[config.mk]
export PLATFORM = sky130hd
export DESIGN_NAME = step_pulse_decoder
export DESIGN_NICKNAME = d
export VERILOG_FILES = /design/src/rtl/step_motor_pkg.sv /design/src/rtl/sync_edge.sv /design/src/rtl/step_pulse_decoder.sv
export SDC_FILE = /design/constraint.sdc
export NUM_CORES = 1
export LEC_CHECK = 0
export CORE_ASPECT_RATIO = 0.5
export CORE_MARGIN = 5
export CORE_UTILIZATION = 33
export DETAILED_ROUTE_END_ITERATION = 7
export MAX_ROUTING_LAYER = met4
export PLACE_DENSITY = 0.65
export SYNTH_ARGS = -nofsm -noshare
export SYNTH_HDL_FRONTEND = slang
export SYNTH_SLANG_ARGS = --single-unit
[constraint.sdc]
create_clock -name clk -period 6.1 [get_ports clk]
set_clock_uncertainty 0.15 [all_clocks]
set_input_delay 0.915 -clock clk [delete_from_list [all_inputs] [get_ports clk]]
set_output_delay 0.915 -clock clk [all_outputs]
set_load 0.01 [all_outputs]
[src/rtl/step_motor_pkg.sv]
// ============================================================================
// Module   : step_motor_pkg
// Brief    : Shared widths and FSM state encoding for step_motor and its decoder.
// Revision : 1.0
// ============================================================================
`default_nettype none

package step_motor_pkg;

  localparam int C_STEP_NUMBER_WIDTH = 16;
  localparam int C_SPEED_DATA_WIDTH  = 16;

  typedef enum logic [0:0] {
    ST_IDLE = 1'b0,
    ST_RUN  = 1'b1
  } state_t;

endpackage

`default_nettype wire

[src/rtl/sync_edge.sv]
// ============================================================================
// Module   : sync_edge
// Brief    : Two-flop synchronizer with a rising-edge detector on its output.
// Revision : 1.0
// ============================================================================
`default_nettype none

module sync_edge (
  input  logic clk,
  input  logic reset,
  input  logic i_async,
  output logic o_sync,
  output logic o_rise
);

  logic r_meta;
  logic r_sync;
  logic r_prev;

  always_ff @(posedge clk) begin
    if (reset) begin
      r_meta <= 1'b0;
      r_sync <= 1'b0;
      r_prev <= 1'b0;
    end else begin
      r_meta <= i_async;
      r_sync <= r_meta;
      r_prev <= r_sync;
    end
  end

  assign o_sync = r_sync;
  assign o_rise = r_sync & ~r_prev;

endmodule

`default_nettype wire

[src/rtl/step_pulse_decoder.sv]
// ============================================================================
// Module   : step_pulse_decoder
// Brief    : Rebuilds position, step period and moving state from drive/dir pins.
// Revision : 1.0
// ============================================================================
`default_nettype none

module step_pulse_decoder #(
  parameter int C_STEP_NUMBER_WIDTH = step_motor_pkg::C_STEP_NUMBER_WIDTH,
  parameter int C_SPEED_DATA_WIDTH  = step_motor_pkg::C_SPEED_DATA_WIDTH,
  parameter int C_IDLE_TIMEOUT      = 1000,
  parameter int C_DIR_SETUP         = 2
) (
  input  logic                           clk,
  input  logic                           reset,
  input  logic                           m_drive,
  input  logic                           m_dir,
  input  logic                           clr,
  input  logic [C_STEP_NUMBER_WIDTH-1:0] min_pos,
  input  logic [C_STEP_NUMBER_WIDTH-1:0] max_pos,
  output logic [C_STEP_NUMBER_WIDTH-1:0] position,
  output logic [C_STEP_NUMBER_WIDTH-1:0] step_cnt,
  output logic [C_SPEED_DATA_WIDTH-1:0]  period,
  output logic                           step_evt,
  output logic                           moving,
  output logic                           ntsign,
  output logic                           ptsign,
  output logic                           dir_err
);

  import step_motor_pkg::*;

  localparam int DSW = (C_DIR_SETUP > 0) ? $clog2(C_DIR_SETUP + 1) : 1;
  localparam logic [DSW-1:0]                c_dir_setup  = DSW'(C_DIR_SETUP);
  localparam logic [C_SPEED_DATA_WIDTH-1:0] c_timeout_m1 = C_SPEED_DATA_WIDTH'(C_IDLE_TIMEOUT - 1);

  logic                           w_drive_sync;
  logic                           w_rise;
  logic                           r_dir_meta;
  logic                           r_dir_sync;
  logic                           r_dir_prev;
  logic                           w_dir_chg;
  logic [DSW-1:0]                 w_dir_stable;
  logic [DSW-1:0]                 r_dir_stable;
  logic [C_SPEED_DATA_WIDTH-1:0]  r_gap;
  logic [C_SPEED_DATA_WIDTH-1:0]  r_period;
  logic [C_SPEED_DATA_WIDTH-1:0]  w_period_next;
  logic [C_STEP_NUMBER_WIDTH-1:0] r_pos;
  logic [C_STEP_NUMBER_WIDTH-1:0] r_cnt;
  logic                           r_step_evt;
  logic                           r_dir_err;
  state_t                         r_state;
  state_t                         w_state_next;

  sync_edge u_drive_sync (
    .clk     (clk),
    .reset   (reset),
    .i_async (m_drive),
    .o_sync  (w_drive_sync),
    .o_rise  (w_rise)
  );

  always_ff @(posedge clk) begin
    if (reset) begin
      r_dir_meta <= 1'b0;
      r_dir_sync <= 1'b0;
      r_dir_prev <= 1'b0;
    end else begin
      r_dir_meta <= m_dir;
      r_dir_sync <= r_dir_meta;
      r_dir_prev <= r_dir_sync;
    end
  end

  // Stable count includes the current cycle, so a change zeroes it immediately.
  assign w_dir_chg    = r_dir_sync ^ r_dir_prev;
  assign w_dir_stable = w_dir_chg ? '0 : r_dir_stable;

  always_ff @(posedge clk) begin
    if (reset) begin
      r_dir_stable <= '0;
      r_gap        <= '0;
      r_step_evt   <= 1'b0;
    end else begin
      r_dir_stable <= (w_dir_stable >= c_dir_setup) ? c_dir_setup : w_dir_stable + 1'b1;
      r_gap        <= w_rise ? '0 : ((&r_gap) ? r_gap : r_gap + 1'b1);
      r_step_evt   <= w_rise;
    end
  end

  always_ff @(posedge clk) begin
    if (reset) begin
      r_state  <= ST_IDLE;
      r_period <= '0;
    end else begin
      r_state  <= w_state_next;
      r_period <= w_period_next;
    end
  end

  // Timeout fires as the gap counter reaches the limit, so an edge landing there still wins.
  always_comb begin
    w_state_next  = r_state;
    w_period_next = r_period;
    case (r_state)
      ST_IDLE: begin
        w_period_next = '0;
        if (w_rise) w_state_next = ST_RUN;
      end
      ST_RUN: begin
        if (w_rise) begin
          w_period_next = r_gap + 1'b1;
        end else if (r_gap >= c_timeout_m1) begin
          w_state_next  = ST_IDLE;
          w_period_next = '0;
        end
      end
      default: begin
        w_state_next  = ST_IDLE;
        w_period_next = '0;
      end
    endcase
  end

  always_ff @(posedge clk) begin
    if (reset || clr) begin
      r_pos     <= '0;
      r_cnt     <= '0;
      r_dir_err <= 1'b0;
    end else begin
      if (w_rise) begin
        r_pos <= r_dir_sync ? r_pos + 1'b1 : r_pos - 1'b1;
        if (!(&r_cnt)) r_cnt <= r_cnt + 1'b1;
        if (w_dir_stable < c_dir_setup) r_dir_err <= 1'b1;
      end
    end
  end

  assign position = r_pos;
  assign step_cnt = r_cnt;
  assign period   = r_period;
  assign step_evt = r_step_evt;
  assign moving   = (r_state == ST_RUN);
  assign dir_err  = r_dir_err;
  assign ntsign   = $signed(r_pos) < $signed(min_pos);
  assign ptsign   = $signed(r_pos) > $signed(max_pos);

endmodule

`default_nettype wire

=== After elaboration in Yosys (flattened, before gate mapping) ===
Cells that the tools add are included.

* Add/sub/neg operators: 5
* Magnitude comparators: 5
* Equality and inequality tests: 1
* Multiplexer cells: 10
* Bitwise gates (word level): 5
* Reductions and logical operators: 7

{| class="wikitable"
|+ Operator list
! cell !! number
|-
| $add 16x1->16 const B || 3
|-
| $mux 16 || 3
|-
| $pmux 16 s2 || 1
|-
| $reduce_and 16->1 || 2
|-
| $ge 16x10->1 const B || 1
|-
| $gt 16x16->1 || 1
|-
| $lt 16x16->1 || 1
|-
| $sub 16x1->16 const B || 1
|-
| $mux 2 || 2
|-
| $reduce_and 2->1 || 2
|-
| $reduce_or 2->1 || 2
|-
| $mux 1 || 3
|-
| $ne 3x2->1 const B || 1
|-
| $not 1->1 || 3
|-
| $add 2x1->2 const B || 1
|-
| $ge 2x2->1 const B || 1
|-
| $lt 2x2->1 const B || 1
|-
| $pmux 1 s2 || 1
|-
| $and 1x1->1 || 1
|-
| $logic_or 1x1->1 || 1
|-
| $xor 1x1->1 || 1
|}

* Flip-flop bits (word level): 75
* Word-level logic and storage cells: 48

=== Logic depth before layout (Yosys ltp) ===
Gate-level depths: netlist of the first run.

* Word-level depth: 4
* Mapped depth: 9
* Mapped depth without buffers: 8

=== Hierarchy ===
Synthesis of the first run repeated with hierarchy kept, for this count alone.

* Cells, all modules: 532
* Area total of the unflattened synthesis: 4554.4 µm²

{| class="wikitable"
|+ Modules (own cells, without submodules)
! module !! times used !! cells an instance !! area each (µm²)
|-
| step_pulse_decoder || 1 || 525 || 4466.8
|-
| sync_edge || 1 || 7 || 87.6
|}

=== Least setup slack after synthesis of the first run ===
OpenSTA, ideal clock, no wires.

* Path kind: input-to-output
* Start: input min_pos[1]
* End: output ntsign
* Data arrival time: 2.224 ns
* Data required time: 5.035 ns
* Slack: 2.811 ns
* Stages: 7
* Path buffers: 0
* Path through: inv_1 > ha_1 > a211oi_1 > o31ai_1 > a2111oi_0 > o21bai_1 > mux2i_1

* Longest elaborated chain between the ends: 1

{| class="wikitable"
|+ Ends and longest elaborated chain
! item !! RTL line !! text
|-
| start, declared || step_pulse_decoder.sv:19 || <nowiki>input logic [C_STEP_NUMBER_WIDTH-1:0] min_pos,</nowiki>
|-
| $lt 16x16->1 || step_pulse_decoder.sv:145 || <nowiki>assign ntsign = $signed(r_pos) < $signed(min_pos);</nowiki>
|-
| end, declared || step_pulse_decoder.sv:26 || <nowiki>output logic ntsign,</nowiki>
|}

No other way between the ends.

=== Final worst setup path of the first run ===
Ends and elaborated chain as after synthesis.

==> results of run 1 <==
worst max path at each step:
stage,startpoint,endpoint,depth (start not counted)
after floorplan,min_pos[1],ntsign,7
after global placement,min_pos[1],ntsign,9
after CTS,min_pos[1],ntsign,9
final,min_pos[1],ntsign,9
after detailed placement,min_pos[1],ntsign,9
after global routing,min_pos[1],ntsign,9
cells in the final DEF, fill, tap and decap left out, types with 2 or more instances in the layout:
cell type,count
or2_1,2
dfxtp_1,75
xor2_1,14
nand3b_1,5
o211ai_1,5
inv_1,34
nor4_1,3
clkbuf_16,9
a211o_1,4
a211oi_1,11
o21a_1,5
nand3_1,15
o21bai_1,2
a21o_1,8
or3_1,4
a21oi_1,45
a22o_1,2
and3_1,4
nor3_1,11
ha_1,47
xnor2_1,20
clkinv_4,2
nor2b_1,14
and4_1,2
a2bb2oi_1,7
a2111oi_0,3
nand2_1,41
o21ai_0,24
buf_4,2
mux2i_1,4
nand2b_1,4
nor2_1,55
nand4_1,17
clkdlybuf4s50_1,89
metal layers:
metal / part of all wire / vias to the layer above / wire [microns] / GRT usage
met5: 0 / - / 0 / -
met4: 0.0061 / 0 / 67 / 0.0336
met3: 0.050 / 9 / 546 / 0.0365
met2: 0.46 / 82 / 5050 / 0.237
met1: 0.48 / 1781 / 5280 / 0.186
li1: - / 2029 / - / -
logic make-up after synthesis:
family / after synthesis / share of synthesized area
adder cells (fa/ha/maj): 48 / 0.139
multiplexers: 4 / 0.00918
flip-flops: 75 / 0.344
AND/OR/NAND/NOR: 186 / 0.214
buffers and inverters: 47 / 0.0427
XOR/XNOR: 34 / 0.0683
AO/OA/AOI/OAI: 124 / 0.182
critical path, cell delays in order:
cell and delay (ns):
clkdlybuf4s50_1 0.45, inv_1 0.04, ha_1 0.28, a211oi_1 0.22
o31ai_1 0.13, a2111oi_0 0.54, o21bai_1 0.15, mux2i_1 0.17
clkdlybuf4s50_1 0.55
Yosys cell counts (7+ instances only):
master	count	area [sq um]
a211oi_1	11	82.6
a21o_1	8	60.1
a21oi_1	45	225
a2bb2oi_1	7	61.3
clkbuf_1	10	37.5
dfxtp_1	75	1500
ha_1	47	588
inv_1	34	128
nand2_1	41	154
nand3_1	15	75.1
nand4_1	17	106
nor2_1	55	206
nor2b_1	14	87.6
nor3_1	11	55.1
o21ai_0	24	120
xnor2_1	20	175
xor2_1	14	123
power groups by stage:
| stage | logic [mW] | registers, mW | clock network, mW |
|---|---|---|---|
| final | 0.143 | 0.507 | 0.542 |
| after detailed placement | 0.143 | 0.518 | 0 |
| after floorplan | 0.0883 | 0.517 | 0 |
| after global routing | 0.162 | 0.508 | 0.578 |
| after global placement | 0.141 | 0.518 | 0 |
| after CTS | 0.144 | 0.507 | 0.553 |
stage by stage:
stage                     cell area [sq um]  setup WS (ns)  total power [mW]  hold WS [ns]
after CTS                              5730           1.54              1.20         0.288
final                                  5730           1.58              1.19         0.282
after floorplan                        4360           2.81             0.605         0.264
after global placement                 5420           1.58             0.658         0.287
after global routing                   5730           1.40              1.25         0.318
after detailed placement               5420           1.56             0.661         0.275
state kept, by name, summed over array words and instances, names as in the netlist, 2 cells and up:
name / flops
step_cnt: 16
r_gap: 16
r_dir_stable: 2
position: 16
period: 16
layout make-up:
cell class / count / area (sq um) / share of cell area
clock buffers: 11 / 243 / 0.0424
inverters: 34 / 128 / 0.0223
well taps: 170 / 213 / 0.0372
clock inverters: 5 / 61.3 / 0.0107
multi-input cells: 396 / 2670 / 0.467
repair buffers: 91 / 906 / 0.158
flip-flops and latches: 75 / 1500 / 0.262
==> results.yml, run 1 <==
status:
  outcome: "completed"
layout:
  fin_cells: 782
  synthToLayoutAreaGrowth_pct: 31.3
  drive_gt1_frac: 0.0425
  fill_cells: 1274
  nNetsFinal: 692
  n_antenna_cell: 0
  final_core_util: 0.447
clock_network:
  clock_latency_ns: 0.34
  numClockSinks: 75
  cts_buffer_depth: 2
  hold_buffers: 0
  cts_resized: 0
  cts_made_buffers: 9
  cts_root_buffer: "clkbuf_16"
  cts_tree: "built"
  path_clk_slew_ns: 0.06
  htreeDepth: 3
  postCtsSetupRepairBufs: 0
worst_hold_path:
  hold_class: "flip-flop to flip-flop"
  holdPathEnd: "r_dir_sync$_SDFF_PP0_"
  hold_path_startpoint: "r_dir_meta$_SDFF_PP0_"
  whs_path_depth: 1
timing:
  tightestPinTransition_ns: 0.949
  final.setup.tns_ns: 0
  setup_violations: 0
  fmax_ghz: 0.221
  max_slew_margin: 0.367
  hold_violations: 0
  period_minus_slack_ns: 4.52
  slew_viol_final: 0
  rsz0062_at_grt: "no"
  fin_crit_sh: 0.741
drt:
  via_per_inst: 4.99
  drt_wl_total_microns: 10900
  dr.pass1.iters: 4
  route.detailed.drc: 0
  drtIter0Drc: 147
  ant_nets: 0
  num_vias: 3901
  routedWlPerCell_microns: 14.0
pwr:
  pwr-share-clk: 0.454
  switching_share: 0.246
  seq_power_share: 0.426
  p_sw_mw: 0.293
  p_leak_nw: 2.25
  powerDensity_nw_per_um2: 208
  p_int_mw: 0.898
  ir_drop_mv: 0.134
  p_comb_frac: 0.120
critical_path:
  path_class: "input pin to output pin"
  worstPathArrival_ns: 3.45
  cp-end-kind: "output pin"
  crit_path_start_kind: "input pin"
  r2r_cells: 8
  crit_required_ns: 5.03
  rr_startpoint: "r_dir_sync$_SDFF_PP0_"
  reg2reg_setup_slack_ns: 3.23
  timing.rr.end: "position[15]$_SDFFE_PP0P_"
  critPathMaxFanout: 1
synth:
  ys_warn_count: 0
  synthCells: 518
  synthArstFlopShare: 0
  synth_area_per_cell_sq_um: 8.42
  ys_seq_area_frac: 0.344
  syn_nets: 603
  synthFlopType: "dfxtp_1"
  netlist_area_sq_um: 4360
  ys_types: 51
  ys_ff_latch: 75
  synth_edf_count: 0
placement:
  placedCellCount: 766
  port-buffer-count: 89
  hpwl_microns: 8110
  gp_congestion: 0.827
die:
  start_util: 0.341
  die_x_microns: 173
  io_pins: 90
  dieArea_sq_um: 15800
  core_area_sq_um: 12800
  dieHeight_microns: 91.3
  row_count: 29
grt:
  overflow: 0
  grt_pass1_vias: 3947
  grt_start_max_net_pins: 30
  grt_usage: 0.146
  grt_pass1_wl_microns: 19000
  antenna_found_initial: 0
job:
  drv_cap: 0
Power figures use the tool's default switching activity.
==> inputs of run 2 (changes only) <==
- PLACE_DENSITY: 0.65 -> 0.67
- clock period: 6.1 -> 3.7 ns (I/O delays scaled with it)
==> results.yml, run 2 (synthesis results as in run 1) <==
worst_hold_path:
  hold_class: "flip-flop to flip-flop"
  hold_path_startpoint: "u_drive_sync.r_meta$_SDFF_PP0_"
layout:
  nNetsFinal: 694
  drive_gt1_frac: 0.0473
  final_common_cell: "clkdlybuf4s50_1"
  synthToLayoutAreaGrowth_pct: 32.6
  n_antenna_cell: 0
  layout_common_cells: "clkdlybuf4s50_1, dfxtp_1, nor2_1, ha_1, a21oi_1"
critical_path:
  rr_startpoint: "r_dir_sync$_SDFF_PP0_"
  crit_path_start_kind: "input pin"
  cp-end-kind: "output pin"
  critical_path.cell_chain: "clkdlybuf4s50_1 -> inv_1 -> ha_1 -> nor2b_1 -> o211ai_1 -> a2111oi_2 -> nor3_1 -> mux2i_1 -> a21oi_1 -> clkdlybuf4s50_1"
  max_stage_delay_ns: 0.57
  cpMaxStageDelayCell: "clkdlybuf4s50_1"
  critPathMaxFanout: 2
  path_common_cell: "clkdlybuf4s50_1"
  worstPathArrival_ns: 2.82
  crit_required_ns: 2.99
  startpoint: "max_pos[1]"
  path_class: "input pin to output pin"
clock_network:
  hold_buffers: 0
  htreeDepth: 3
  cts_tree: "built"
  cts_made_buffers: 9
  numClockSinks: 75
  clock_latency_ns: 0.33
  cts_root_buffer: "clkbuf_16"
  path_clk_slew_ns: 0.05
  cts_buffer_depth: 2
grt:
  antenna_found_initial: 0
  gr-usage-met2: 0.229
  grt_use_met1: 0.180
  grt_usage: 0.143
  grt_start_max_net_pins: 29
  grt_pass1_vias: 3873
  grt_pass1_wl_microns: 18500
  grt.busiest_layer: "met2"
  grt_use_met3: 0.0340
  overflow: 0
status:
  outcome: "completed"
timing:
  max_slew_margin: 0.500
  slew_viol_final: 0
  setup_violations: 0
  final.setup.tns_ns: 0
  hold_ws_ns: 0.290
  fmax_ghz: 0.283
  period_minus_slack_ns: 3.53
  rsz0062_at_grt: "no"
  tightestPinTransition_ns: 0.747
  fin_crit_sh: 0.954
  hold_violations: 0
drt:
  route.detailed.drc: 0
  via_per_inst: 4.93
  drtIter0Drc: 156
  drt_wl_total_microns: 10800
  num_vias: 3864
  dr.pass1.iters: 5
  routedWlPerCell_microns: 13.8
  ant_nets: 0
placement:
  hpwl_microns: 8130
  port-buffer-count: 89
  gp_congestion: 0.851
job:
  drv_cap: 0
die:
  die_x_microns: 173
  start_util: 0.341
  row_count: 29
  io_pins: 90
  dieArea_sq_um: 15800
  dieHeight_microns: 91.3
  core_area_sq_um: 12800
pwr:
  ir_drop_mv: 0.237
  powerDensity_nw_per_um2: 354
  p_leak_nw: 2.28
## run 2: metal layers
layer | part of all wire | wire (microns) | vias up
met5 | 0 | 0 | -
met4 | 0.015 | 158 | 0
met3 | 0.037 | 395 | 12
met2 | 0.45 | 4800 | 72
met1 | 0.50 | 5410 | 1743
li1 | - | - | 2037
## run 2: metrics by stage
step / setup WS [ns] / std cells / util / total power, mW / area [sq um]
detailed placement: -0.0986 / 768 / 0.424 / 1.09 / 5440
CTS: 0.0345 / 783 / 0.451 / 2.08 / 5770
global route: 0.0211 / 783 / 0.451 / 2.16 / 5780
global placement: -0.0902 / 768 / 0.424 / 1.09 / 5440
finish: 0.171 / 783 / 0.451 / 2.05 / 5780
floorplan: 1.13 / 518 / - / 0.998 / 4360
## run 2: cell type report
cell class,count,area (sq um)
Fill cell,1262,7030
Multi-Input combinational cell,396,2690
Sequential cell,75,1500
Timing Repair Buffer,93,923
Clock buffer,10,229
Tap cell,170,213
Inverter,34,128
Clock inverter,5,103
## run 2: worst paths after layout
path	to	slack (ns)	cells past startpoint
setup / recovery	ptsign	0.17	10
setup reg to reg	position[15]$_SDFFE_PP0P_	0.80	8
hold reg to reg	u_drive_sync.o_sync$_SDFF_PP0_	0.29	1
hold / removal	u_drive_sync.o_sync$_SDFF_PP0_	0.29	1
## run 2: power breakdown
part / switching [mW] / internal, mW
registers: 0.0149 / 0.821
clock network: 0.321 / 0.653
logic: 0.121 / 0.117
total: 0.457 / 1.59
## run 2: repair_timing
item,4_1_cts,5_1_grt
setup endpoints to repair,1,2
setup buffers,0,0
gates resized for setup,2,3
## run 2: critical path, delay by kind of cell
kind,cells,cell delay (ns)
AOI/OAI and AO/OA,3,0.43
and+or+nand+nor,2,0.36
adders and majority gates,1,0.29
buffers and inverters,3,1.06
muxes,1,0.11
==> inputs of run 3 (changes only) <==
- CORE_UTILIZATION: 33 -> 47
- PLACE_DENSITY: 0.67 -> 0.86
- SKIP_LAST_GASP: default -> 1
==> results.yml, run 3 (synthesis results as in run 1) <==
critical_path:
  max_stage_delay_ns: 0.57
  cp-end-kind: "output pin"
  path_class: "input pin to output pin"
  path_common_cell: "clkdlybuf4s50_1"
  crit_path_start_kind: "input pin"
  crit_buf_inv: 3
  cpMaxStageDelayCell: "clkdlybuf4s50_1"
  critPathMaxFanout: 2
  worstPathArrival_ns: 2.87
  critical_path.cell_chain: "clkdlybuf4s50_1 -> inv_1 -> ha_1 -> nor2b_1 -> o211ai_1 -> a2111oi_2 -> nor3_2 -> mux2i_1 -> a21oi_1 -> clkdlybuf4s50_1"
  crit_family: "buffers and inverters"
  crit_required_ns: 2.99
timing:
  setup_violations: 0
  rsz0062_at_grt: "yes"
  period_minus_slack_ns: 3.57
  fmax_ghz: 0.280
  fin_crit_sh: 0.965
  hold_violations: 0
  max_slew_margin: 0.507
  final.setup.tns_ns: 0
  slew_viol_final: 0
  worst_slack_ns: 0.129
  tightestPinTransition_ns: 0.737
pwr:
  switching_share: 0.235
  pwr-share-clk: 0.460
  ir_drop_mv: 0.248
  p_leak_nw: 2.28
  p_int_mw: 1.53
  p_sw_mw: 0.468
  powerDensity_nw_per_um2: 350
  p_comb_frac: 0.121
  seq_power_share: 0.419
placement:
  port-buffer-count: 89
  gp_congestion: 0.903
  hpwl_microns: 8000
  pre_cts_ws_ns: 0.0123
clock_network:
  postCtsSetupRepairBufs: 0
  clock_latency_ns: 0.34
  cts_buffer_depth: 2
  numClockSinks: 75
  cts_made_buffers: 9
  htreeDepth: 3
  cts_root_buffer: "clkbuf_16"
  path_clk_slew_ns: 0.06
  cts_tree: "built"
drt:
  drt_wl_total_microns: 10700
  via_per_inst: 5.48
  routedWlPerCell_microns: 14.7
  route.detailed.drc: 0
  drtIter0Drc: 196
  num_vias: 4011
  dr.pass1.iters: 5
  ant_nets: 0
layout:
  fill_cells: 752
  multi_input_area_sq_um: 2690
  final_common_cell: "clkdlybuf4s50_1"
  layout_common_cells: "clkdlybuf4s50_1, dfxtp_1, nor2_1, ha_1, a21oi_1"
  nNetsFinal: 695
  regArea_sq_um: 1500
  n_antenna_cell: 0
  synthToLayoutAreaGrowth_pct: 30.9
  drive_gt1_frac: 0.0504
grt:
  grt_pass1_vias: 3885
  overflow: 0
  grt_pass1_wl_microns: 18100
  grt_usage: 0.192
  antenna_found_initial: 0
  grt_start_max_net_pins: 29
die:
  start_util: 0.491
  dieArea_sq_um: 11400
  core_area_sq_um: 8890
  io_pins: 90
  die_x_microns: 146
  dieHeight_microns: 78.1
  row_count: 24
worst_hold_path:
  hold_class: "flip-flop to flip-flop"
job:
  drv_cap: 0
status:
  outcome: "completed"
-- run 3: changes by cell type in the layout (fill, tap and decap cells not counted) --
| cell | before | now |
|---|---|---|
| clkinv_2 | 1 | 2 |
| buf_4 | 4 | 5 |
| clkbuf_1 | 1 | 2 |
| nor3_1 | 11 | 10 |
| nor3_2 | 1 | 2 |
| bufinv_16 | 3 | 2 |
-- run 3: power groups by stage --
stage / sequential, mW / clock [mW] / combinational [mW]
after detailed placement: 0.853 / 0 / 0.237
after global routing: 0.838 / 0.967 / 0.268
after CTS: 0.836 / 0.933 / 0.240
final: 0.836 / 0.919 / 0.242
after floorplan: 0.852 / 0 / 0.146
after global placement: 0.853 / 0 / 0.230
-- run 3: final timing paths --
| kind | startpoint | endpoint | slack [ns] | cells after the start |
|---|---|---|---|---|
| worst max-delay path | max_pos[1] | ptsign | 0.13 | 10 |
| worst min-delay path | u_drive_sync.r_meta$_SDFF_PP0_ | u_drive_sync.o_sync$_SDFF_PP0_ | 0.30 | 1 |
| worst max register to register | r_dir_sync$_SDFF_PP0_ | position[15]$_SDFFE_PP0P_ | 0.78 | 8 |
| worst min register to register | u_drive_sync.r_meta$_SDFF_PP0_ | u_drive_sync.o_sync$_SDFF_PP0_ | 0.30 | 1 |
-- run 3: area by class of cell --
class                      instances  area share
multi-input combinational        396       0.472
sequential                        75       0.263
timing repair buffer              94       0.163
clock buffer                      11      0.0408
tap                              117      0.0256
inverter                          34      0.0224
clock inverter                     5      0.0136
-- run 3: metrics by stage --
stage	cell area (sq um)	power, mW	hold slack [ns]	instances	util
after global routing	5710	2.07	0.310	732	0.642
after detailed placement	5380	1.09	0.287	716	0.605
after floorplan	4360	0.998	0.264	518	-
final	5710	2.00	0.298	732	0.642
after CTS	5690	2.01	0.301	732	0.640
after global placement	5380	1.08	0.278	716	0.605
-- run 3: metal layers --
layer	GRT usage	up-vias	part of all wire
li1	-	2034	-
met4	0.0478	0	0.0083
met3	0.0518	11	0.058
met1	0.222	1859	0.44
met5	-	-	0
met2	0.334	107	0.50
-- run 3: what timing repair did --
item | in CTS | in global routing
pin swaps | 0 | 1
hold buffers | 0 | 0
resized for setup | 1 | 5
endpoints found under the setup margin | 1 | 2
